`src/rtl/mem_ws_pkg.sv`:
```
// Shared definitions for the memory wait-state sequencer.
// Optional feature macro: MEM_WS_WRITE_PROTECT_EN (blocks write strobes to ROM).
package mem_ws_pkg;

  typedef enum logic [1:0] {
    ST_IDLE   = 2'd0,
    ST_WAIT   = 2'd1,
    ST_ACCESS = 2'd2,
    ST_HOLD   = 2'd3
  } state_t;

  localparam logic REG_RAM = 1'b0;
  localparam logic REG_ROM = 1'b1;

  localparam int DEF_ROM_WS  = 2;
  localparam int DEF_RAM_WS  = 0;
  localparam int DEF_WS_BITS = 4;

`ifdef MEM_WS_WRITE_PROTECT_EN
  localparam logic WP_EN = 1'b1;
`else
  localparam logic WP_EN = 1'b0;
`endif

  // Strobe/berr values on entry to ACCESS: {nmemr, nmemw, berr}.
  function automatic logic [2:0] access_entry(input logic wr, input logic rom);
    if (wr && rom && WP_EN) return 3'b111;
    else if (wr)            return 3'b100;
    else                    return 3'b010;
  endfunction

endpackage

```
`src/rtl/mem_ws_counter.sv`:
```
// Loadable down-counter used to time the wait states.
module mem_ws_counter
  import mem_ws_pkg::*;
#(
  parameter int WS_BITS = DEF_WS_BITS
) (
  input  logic               clk,
  input  logic               reset,
  input  logic               i_load,
  input  logic               i_dec,
  input  logic [WS_BITS-1:0] i_load_val,
  output logic               o_at_one
);

  logic [WS_BITS-1:0] r_cnt;

  // Load takes priority over decrement.
  always_ff @(posedge clk) begin
    if (reset)       r_cnt <= '0;
    else if (i_load) r_cnt <= i_load_val;
    else if (i_dec)  r_cnt <= r_cnt - 1'b1;
  end

  assign o_at_one = (r_cnt == {{(WS_BITS-1){1'b0}}, 1'b1});

endmodule

```
`src/rtl/mem_ws_seq.sv`:
```
// Memory wait-state sequencer: latches the bank, decodes ROM/RAM, inserts
// per-region wait states, then drives the read/write strobes.
// Optional feature macro: MEM_WS_WRITE_PROTECT_EN (see mem_ws_pkg).
module mem_ws_seq
  import mem_ws_pkg::*;
#(
  parameter int ROM_WS  = DEF_ROM_WS,
  parameter int RAM_WS  = DEF_RAM_WS,
  parameter int WS_BITS = DEF_WS_BITS
) (
  input  logic       clk,
  input  logic       reset,
  input  logic [7:0] aext,
  input  logic [15:0] ab,
  input  logic       nmem,
  input  logic       nr,
  input  logic       nw,
  output logic [7:0] bank_q,
  output logic       ncs_rom,
  output logic       ncs_ram,
  output logic       nmemr,
  output logic       nmemw,
  output logic       nwaiting,
  output logic       berr
);

  localparam logic [WS_BITS-1:0] ROM_WS_V = WS_BITS'(ROM_WS);
  localparam logic [WS_BITS-1:0] RAM_WS_V = WS_BITS'(RAM_WS);

  state_t             r_state, w_state_nxt;
  logic [7:0]         r_bank, w_bank_nxt;
  logic               r_region, w_region_nxt;
  logic               r_dir_wr, w_dir_wr_nxt;
  logic               r_ncs_rom, w_ncs_rom_nxt;
  logic               r_ncs_ram, w_ncs_ram_nxt;
  logic               r_nmemr, w_nmemr_nxt;
  logic               r_nmemw, w_nmemw_nxt;
  logic               r_nwaiting, w_nwaiting_nxt;
  logic               r_berr, w_berr_nxt;
  logic               w_load, w_dec, w_at_one;
  logic [WS_BITS-1:0] w_ws_sel;
  logic [2:0]         w_entry;
  logic               w_unused_ab;

  // The address bus carries no information this block needs.
  assign w_unused_ab = ^ab;

  mem_ws_counter #(.WS_BITS(WS_BITS)) u_cnt (
    .clk        (clk),
    .reset      (reset),
    .i_load     (w_load),
    .i_dec      (w_dec),
    .i_load_val (w_ws_sel),
    .o_at_one   (w_at_one)
  );

  // Next-state and next-output decode; every output is registered below.
  always_comb begin
    w_state_nxt    = r_state;
    w_bank_nxt     = r_bank;
    w_region_nxt   = r_region;
    w_dir_wr_nxt   = r_dir_wr;
    w_ncs_rom_nxt  = r_ncs_rom;
    w_ncs_ram_nxt  = r_ncs_ram;
    w_nmemr_nxt    = r_nmemr;
    w_nmemw_nxt    = r_nmemw;
    w_nwaiting_nxt = r_nwaiting;
    w_berr_nxt     = 1'b0;
    w_load         = 1'b0;
    w_dec          = 1'b0;
    w_ws_sel       = aext[7] ? ROM_WS_V : RAM_WS_V;
    w_entry        = 3'b110;
    case (r_state)
      ST_IDLE: begin
        w_ncs_rom_nxt  = 1'b1;
        w_ncs_ram_nxt  = 1'b1;
        w_nmemr_nxt    = 1'b1;
        w_nmemw_nxt    = 1'b1;
        w_nwaiting_nxt = 1'b1;
        if (!nmem && (nr ^ nw)) begin
          w_bank_nxt    = aext;
          w_region_nxt  = aext[7] ? REG_ROM : REG_RAM;
          w_dir_wr_nxt  = !nw;
          w_ncs_rom_nxt = !aext[7];
          w_ncs_ram_nxt = aext[7];
          if (w_ws_sel != '0) begin
            w_load         = 1'b1;
            w_nwaiting_nxt = 1'b0;
            w_state_nxt    = ST_WAIT;
          end else begin
            w_entry     = access_entry(!nw, aext[7]);
            w_nmemr_nxt = w_entry[2];
            w_nmemw_nxt = w_entry[1];
            w_berr_nxt  = w_entry[0];
            w_state_nxt = ST_ACCESS;
          end
        end else if (!nmem && !nr && !nw) begin
          w_berr_nxt  = 1'b1;
          w_state_nxt = ST_HOLD;
        end
      end
      ST_WAIT: begin
        if (nmem) begin
          w_ncs_rom_nxt  = 1'b1;
          w_ncs_ram_nxt  = 1'b1;
          w_nwaiting_nxt = 1'b1;
          w_state_nxt    = ST_IDLE;
        end else if (w_at_one) begin
          w_entry        = access_entry(r_dir_wr, r_region == REG_ROM);
          w_nmemr_nxt    = w_entry[2];
          w_nmemw_nxt    = w_entry[1];
          w_berr_nxt     = w_entry[0];
          w_nwaiting_nxt = 1'b1;
          w_state_nxt    = ST_ACCESS;
        end else begin
          w_dec = 1'b1;
        end
      end
      ST_ACCESS: begin
        if (nmem) begin
          w_ncs_rom_nxt = 1'b1;
          w_ncs_ram_nxt = 1'b1;
          w_nmemr_nxt   = 1'b1;
          w_nmemw_nxt   = 1'b1;
          w_state_nxt   = ST_IDLE;
        end
      end
      ST_HOLD: begin
        if (nmem) w_state_nxt = ST_IDLE;
      end
      default: w_state_nxt = ST_IDLE;
    endcase
  end

  // State and output registers; reset overrides any cycle in progress.
  always_ff @(posedge clk) begin
    if (reset) begin
      r_state    <= ST_IDLE;
      r_bank     <= 8'h00;
      r_region   <= REG_RAM;
      r_dir_wr   <= 1'b0;
      r_ncs_rom  <= 1'b1;
      r_ncs_ram  <= 1'b1;
      r_nmemr    <= 1'b1;
      r_nmemw    <= 1'b1;
      r_nwaiting <= 1'b1;
      r_berr     <= 1'b0;
    end else begin
      r_state    <= w_state_nxt;
      r_bank     <= w_bank_nxt;
      r_region   <= w_region_nxt;
      r_dir_wr   <= w_dir_wr_nxt;
      r_ncs_rom  <= w_ncs_rom_nxt;
      r_ncs_ram  <= w_ncs_ram_nxt;
      r_nmemr    <= w_nmemr_nxt;
      r_nmemw    <= w_nmemw_nxt;
      r_nwaiting <= w_nwaiting_nxt;
      r_berr     <= w_berr_nxt;
    end
  end

  assign bank_q   = r_bank;
  assign ncs_rom  = r_ncs_rom;
  assign ncs_ram  = r_ncs_ram;
  assign nmemr    = r_nmemr;
  assign nmemw    = r_nmemw;
  assign nwaiting = r_nwaiting;
  assign berr     = r_berr;

endmodule
```
`config.mk`:
```
export PLATFORM = sky130hd
export DESIGN_NAME = mem_ws_seq
export DESIGN_NICKNAME = d
export VERILOG_FILES = /design/src/rtl/mem_ws_pkg.sv /design/src/rtl/mem_ws_counter.sv /design/src/rtl/mem_ws_seq.sv
export SDC_FILE = /design/constraint.sdc
export NUM_CORES = 1
export LEC_CHECK = 0
export CORE_MARGIN = 4
export CORE_UTILIZATION = 35
export CTS_CLUSTER_SIZE = 28
export DETAILED_ROUTE_END_ITERATION = 6
export GPL_TIMING_DRIVEN = 0
export PLACE_DENSITY = 0.7
export SLEW_MARGIN = 20
export SYNTH_ARGS = -nofsm -noshare
export SYNTH_HDL_FRONTEND = slang
export SYNTH_HIERARCHICAL = 1
export SYNTH_SLANG_ARGS = --single-unit
export TNS_END_PERCENT = 50
```
`constraint.sdc`:
```
create_clock -name clk -period 2.66 [get_ports clk]
set_input_delay 0.399 -clock clk [delete_from_list [all_inputs] [get_ports clk]]
set_output_delay 0.399 -clock clk [all_outputs]
set_load 0.02 [all_outputs]
```
# After elaboration in Yosys (flattened, before gate mapping)

Index checks and enable logic that the tools add are counted.

Output and inout bits: 14
Word-level logic and storage cells: 87
Input bits: 29
Register bits: 21

Mux-type cells: 44
Equal/unequal tests: 11
Add/sub/neg operators: 1
Bitwise operators: 1
Reduce and logical (&&, ||, !) cells: 20

Operator list:

| operator            | count |
|---|---|
| $mux 1              | 26 |
| $mux 2              | 7 |
| $mux 4              | 2 |
| $pmux 1 s2          | 4 |
| $mux 3              | 2 |
| $ne 2x1->1 const B  | 3 |
| $pmux 1 s3          | 2 |
| $pmux 2 s3          | 1 |
| $reduce_and 2->1    | 3 |
| $reduce_bool 2->1   | 3 |
| $eq 2x2->1 const B  | 2 |
| $eq 4x1->1 const B  | 1 |
| $logic_not 1->1     | 4 |
| $ne 2x2->1 const B  | 2 |
| $reduce_and 4->1    | 1 |
| $reduce_bool 4->1   | 1 |
| $reduce_or 2->1     | 2 |
| $sub 4x1->4 const B | 1 |
| $logic_and 1x1->1   | 3 |
| $ne 3x2->1 const B  | 1 |
| $ne 3x3->1 const B  | 1 |
| $reduce_and 3->1    | 1 |
| $reduce_bool 3->1   | 1 |
| $eq 2x1->1 const B  | 1 |
| 2 further kinds     | 2 |

# Logic depth before layout (Yosys ltp)

Word-level depth: 6
Depth in mapped cells: 8
Gate-level depth less buffers: 7

# Hierarchy

The synthesis kept the hierarchy.

Modules (own cells, without submodules):

| module         | cells each | area each (µm²) | instances | seq. area each (µm²) |
|---|---|---|---|---|
| mem_ws_seq     | 102        | 854.6           | 1         | 340.3 |
| mem_ws_counter | 27         | 246.5           | 1         | 80.1 |

# Least setup slack after synthesis

OpenSTA, ideal clock, no wires.

Kind: register -> register
Start point: reg r_state[0]
End point: reg u_cnt.r_cnt[0]
Library setup time: 0.114 ns
Data required time: 2.546 ns
Data arrival time: 1.497 ns
Period minus slack after synthesis: 1.611 ns
Buffers on the path: 2
Slack: 1.049 ns
Stages on the path, launching flop included: 9
Cells stage by stage: dfxtp_1 -> inv_1 -> ha_1 -> clkbuf_1 -> nand4b_1 -> inv_1 -> clkbuf_1 -> mux2i_1 -> nor2_1

Word-level cells in the longest chain between the ends: 3
Elaborated cells between the ends (all ways): 6
Those cells by class: 1 x eq/ne; 3 x mux; 2 x reduce/logical

Ends and longest elaborated chain:

| element                                     | line                 | text |
|---|---|---|
| start: declaration                          | mem_ws_seq.sv:30     | `state_t r_state, w_state_nxt;` |
| start signal: assignment                    | mem_ws_seq.sv:149    | `r_state <= w_state_nxt;` |
| $logic_not 2->1 *                           | mem_ws_seq.sv:73     | `case (r_state)` |
| $mux 1 *                                    | mem_ws_seq.sv:73     |  |
| named net w_load                            | mem_ws_seq.sv:40     | `logic w_load, w_dec, w_at_one;` |
| $mux 4 or $reduce_bool 2->1 (tied branches) | -                    |  |
| end signal: assignment                      | mem_ws_counter.sv:20 | `else if (i_load) r_cnt <= i_load_val;` |
| end signal: assignment                      | mem_ws_counter.sv:21 | `else if (i_dec) r_cnt <= r_cnt - 1'b1;` |
| end: declaration                            | mem_ws_counter.sv:15 | `logic [WS_BITS-1:0] r_cnt;` |

Mark *: on every way through the listed nets, which the timed path passes. The rest lies on a longest branch.
A chain may end at the register's enable or synchronous reset.

# Final worst setup path

Start point: in nw
End point: reg u_cnt.r_cnt[0]

Word-level cells in the longest chain between the ends: 5
Elaborated cells between the ends (all ways): 6
Those cells by class: 3 x mux; 1 x bitwise; 2 x reduce/logical

Ends and longest elaborated chain:

| element                                     | line             | text |
|---|---|---|
| start: declaration                          | mem_ws_seq.sv:17 | `input logic nw,` |
| $xor 1x1->1 *                               | mem_ws_seq.sv:80 | `if (!nmem && (nr ^ nw)) begin` |
| $logic_and 1x1->1 *                         | mem_ws_seq.sv:80 |  |
| $mux 1 *                                    | mem_ws_seq.sv:80 |  |
| $mux 1 *                                    | mem_ws_seq.sv:73 |  |
| named net w_load                            | mem_ws_seq.sv:40 |  |
| $mux 4 or $reduce_bool 2->1 (tied branches) | -                |  |

Marks and branches as above.

==> results.yml <==
place:
  post-place-ws_ps: 290
  hpwl_mm: 1.91
  io_buffers: 25
  gp_congestion: 0.767
  placed_area_um2: 1410
timing:
  worst_slack_ps: 637
  period_share_pct: 76.0
  layout_min_cycle_time_ps: 2020
  hold_viol_final: 0
  tns_ps: 0
  rsz0062_at_grt: "false"
  finClkSkew_ps: 0.857
  setup_viol_count_final: 0
  fmax_mhz: 494
  finalMaxSlewViolations: 0
die:
  die_area_um2: 4110
  die_y_um: 64.1
  pin_count: 43
  rows: 20
  coreArea_um2: 3030
  initial_utilization_pct: 36.4
  chipWidth_um: 64.1
global_routing:
  globalRouteOverflowTotal: 0
  grt_pass1_wl_mm: 4.33
  grt_max_degree: 13
  antenna_found_initial: 0
  grt_usage_pct: 13.3
  grt_pass1_vias: 1048
detailed_routing:
  via_per_inst: 4.81
  wirelength_mm: 2.49
  top_layer_used: "met4"
  ant_nets: 0
  vias: 981
  drt_iter0_drc: 30
  m1WireLength_mm: 1.13
  drt-pass1-iter-count: 4
  wl_per_cell_um: 12.2
  dr_wl_met2_mm: 1.22
  wl_met3_um: 90
  drc_errors: 0
hold_path:
  hold_path.startpoint: "bank_q[5]"
  hp-class: "register to register"
layout:
  final_area_um2: 1440
  multiInputGateArea_um2: 619
  final-seq-area_um2: 420
  area_delta_synth_final_pct: 30.9
  drive_above_1_share_pct: 8.13
  diodes: 0
  utilization_pct: 47.6
  fin_nets: 196
  fillers: 291
power_and_ir_drop:
  pwr-share-clk_pct: 16.5
  peakVddDrop_uv: 341
  p_sw_mw: 0.338
  pwr-share-seq_pct: 41.7
  p_leak_nw: 0.528
  combPwrFrac_pct: 41.8
  power.internal_mw: 0.609
  sw_frac_of_total_pct: 35.7
  powerDensity_nw_per_um2: 657
  power_mw: 0.947
logic_synthesis:
  synthAdderAreaFrac_pct: 6.82
  synth_xor_area_share_pct: 3.86
  synth_edf_count: 0
  synth_area_leader_cell: "dfxtp_1"
  mappedNetlistArea_um2: 1100
  ys_types: 34
  synth-compound-area-share_pct: 18.8
  async_flop_share_pct: 0
  synth_mux_area_share_pct: 2.84
  synth_flop_cell: "dfxtp_1"
  yosysTopAreaCellShare_pct: 38.2
  yosysMostFrequentCell: "dfxtp_1"
  yosys_warnings: 6
  netlist_top_cells_area: "dfxtp_1 38%, a21oi_1 7.3%, ha_1 6.8%, nand2_1 6.5%, nand2b_1 5.1%"
  ys_ff_latch: 21
  ys_top_cells_by_count: "21 x dfxtp_1, 19 x nand2_1, 16 x a21oi_1"
  synth_top_family_by_area: "simple AND/OR/NAND/NOR gates"
  synth-simple-area-share_pct: 23.0
  ys_seq_area_share_pct: 38.2
  synth_cells: 129
  avgSynthCellArea_um2: 8.54
critical_path:
  crit_path_start_kind: "input port"
  required_ps: 2870
  startpoint: "nw"
  r2r_start: "r_state[0]"
  path_max_fanout: 7
  arrival_ps: 2230
  worst-setup-path-type: "input port to register"
  end_kind: "register"
clock_tree:
  ctsHoldBuffers: 0
  post-cts-setup-buffer-count: 0
  root_buffer: "clkbuf_4"
  clk_pin_slew_ps: 120
  cts_inserted_buffers: 3
  postCtsResizedCells: 0
  insertion_delay_ps: 310
  clock_sinks: 21
  cts_tree: "built"
  clockBufferDepth: 2
  cts_max_level: 1
run_status:
  outcome: "completed"
run:
  drv_cap: 0
[state kept, by name (all words and copies together) (netlist names)]
| name | flops |
|---|---|
| bank_q | 8 |
| u_cnt/r_cnt | 4 |
| r_state | 2 |
| r_dir_wr | 1 |
| ncs_ram | 1 |
| ncs_rom | 1 |
| berr | 1 |
| nmemr | 1 |
| nmemw | 1 |
| nwaiting | 1 |
[final timing paths]
path / end / slack (ps) / depth (start not counted)
worst max-delay path: u_cnt/r_cnt[0] / 640 / 7
worst min-delay path: bank_q[5] / 470 / 2
worst max register to register: u_cnt/r_cnt[0] / 660 / 8
worst min register to register: bank_q[5] / 470 / 2
[cell families (layout without fill, tap and decap cells)]
logic type               after synthesis  after routing
AND/OR/NAND/NOR                       46             46
XOR/XNOR                               4              4
multiplexers                           3              3
buffers and inverters                 16             45
other                                  1              3
flip-flops                            21             21
AO/OA/AOI/OAI                         32             32
adder cells (fa/ha/maj)                6              6
[power by group through the flow]
stage | Clock [mW] | Combinational (mW) | Sequential [mW]
finish | 0.156 | 0.396 | 0.395
global route | 0.174 | 0.437 | 0.402
global placement | 0 | 0.383 | 0.399
floorplan | 0 | 0.238 | 0.431
detailed placement | 0 | 0.395 | 0.402
CTS | 0.161 | 0.399 | 0.395
[layout by cell type, fill, tap and decap left out, types with 2 or more instances in the layout]
cell type         n
nor2b_1           2
o21a_1            2
clkbuf_4          3
xor2_1            2
clkdlybuf4s50_1  25
clkbuf_1          4
a211oi_2          2
dfxtp_1          21
and2b_1           2
a21oi_1          16
nand2_1          19
inv_1             9
o21ai_0           5
nor2_1            5
nand2b_1          9
mux2i_1           2
a32o_1            2
o22ai_1           2
nand4b_1          2
conb_1            3
nor3b_1           2
ha_1              6
[critical path, cell delays in order]
cell and delay, ps:
clkdlybuf4s50_1 610, xor2_2 250, nand4b_1 290, inv_1 110
clkbuf_1 290, mux2i_1 230, nor2_1 50
[routing by layer]
metal,vias up,track usage (%)
met2,24,24.0
met5,-,0
met1,452,15.1
met3,5,1.93
li1,500,-
met4,0,6.33
[area by class of cell]
cell class / count / area share (%)
timing repair buffer: 25 / 17.4
clock inverter: 1 / 0.347
sequential: 21 / 29.2
buffer: 7 / 2.43
multi-input combinational: 94 / 43.0
tap: 44 / 3.82
clock buffer: 3 / 1.56
inverter: 9 / 2.34
[stage by stage]
stage                     hold slack (ps)  std cells
after floorplan                       468        131
after global placement                442        200
after detailed placement              451        200
after CTS                             472        204
after global routing                  492        204
final                                 471        204
(Power assumes the default switching activity.)
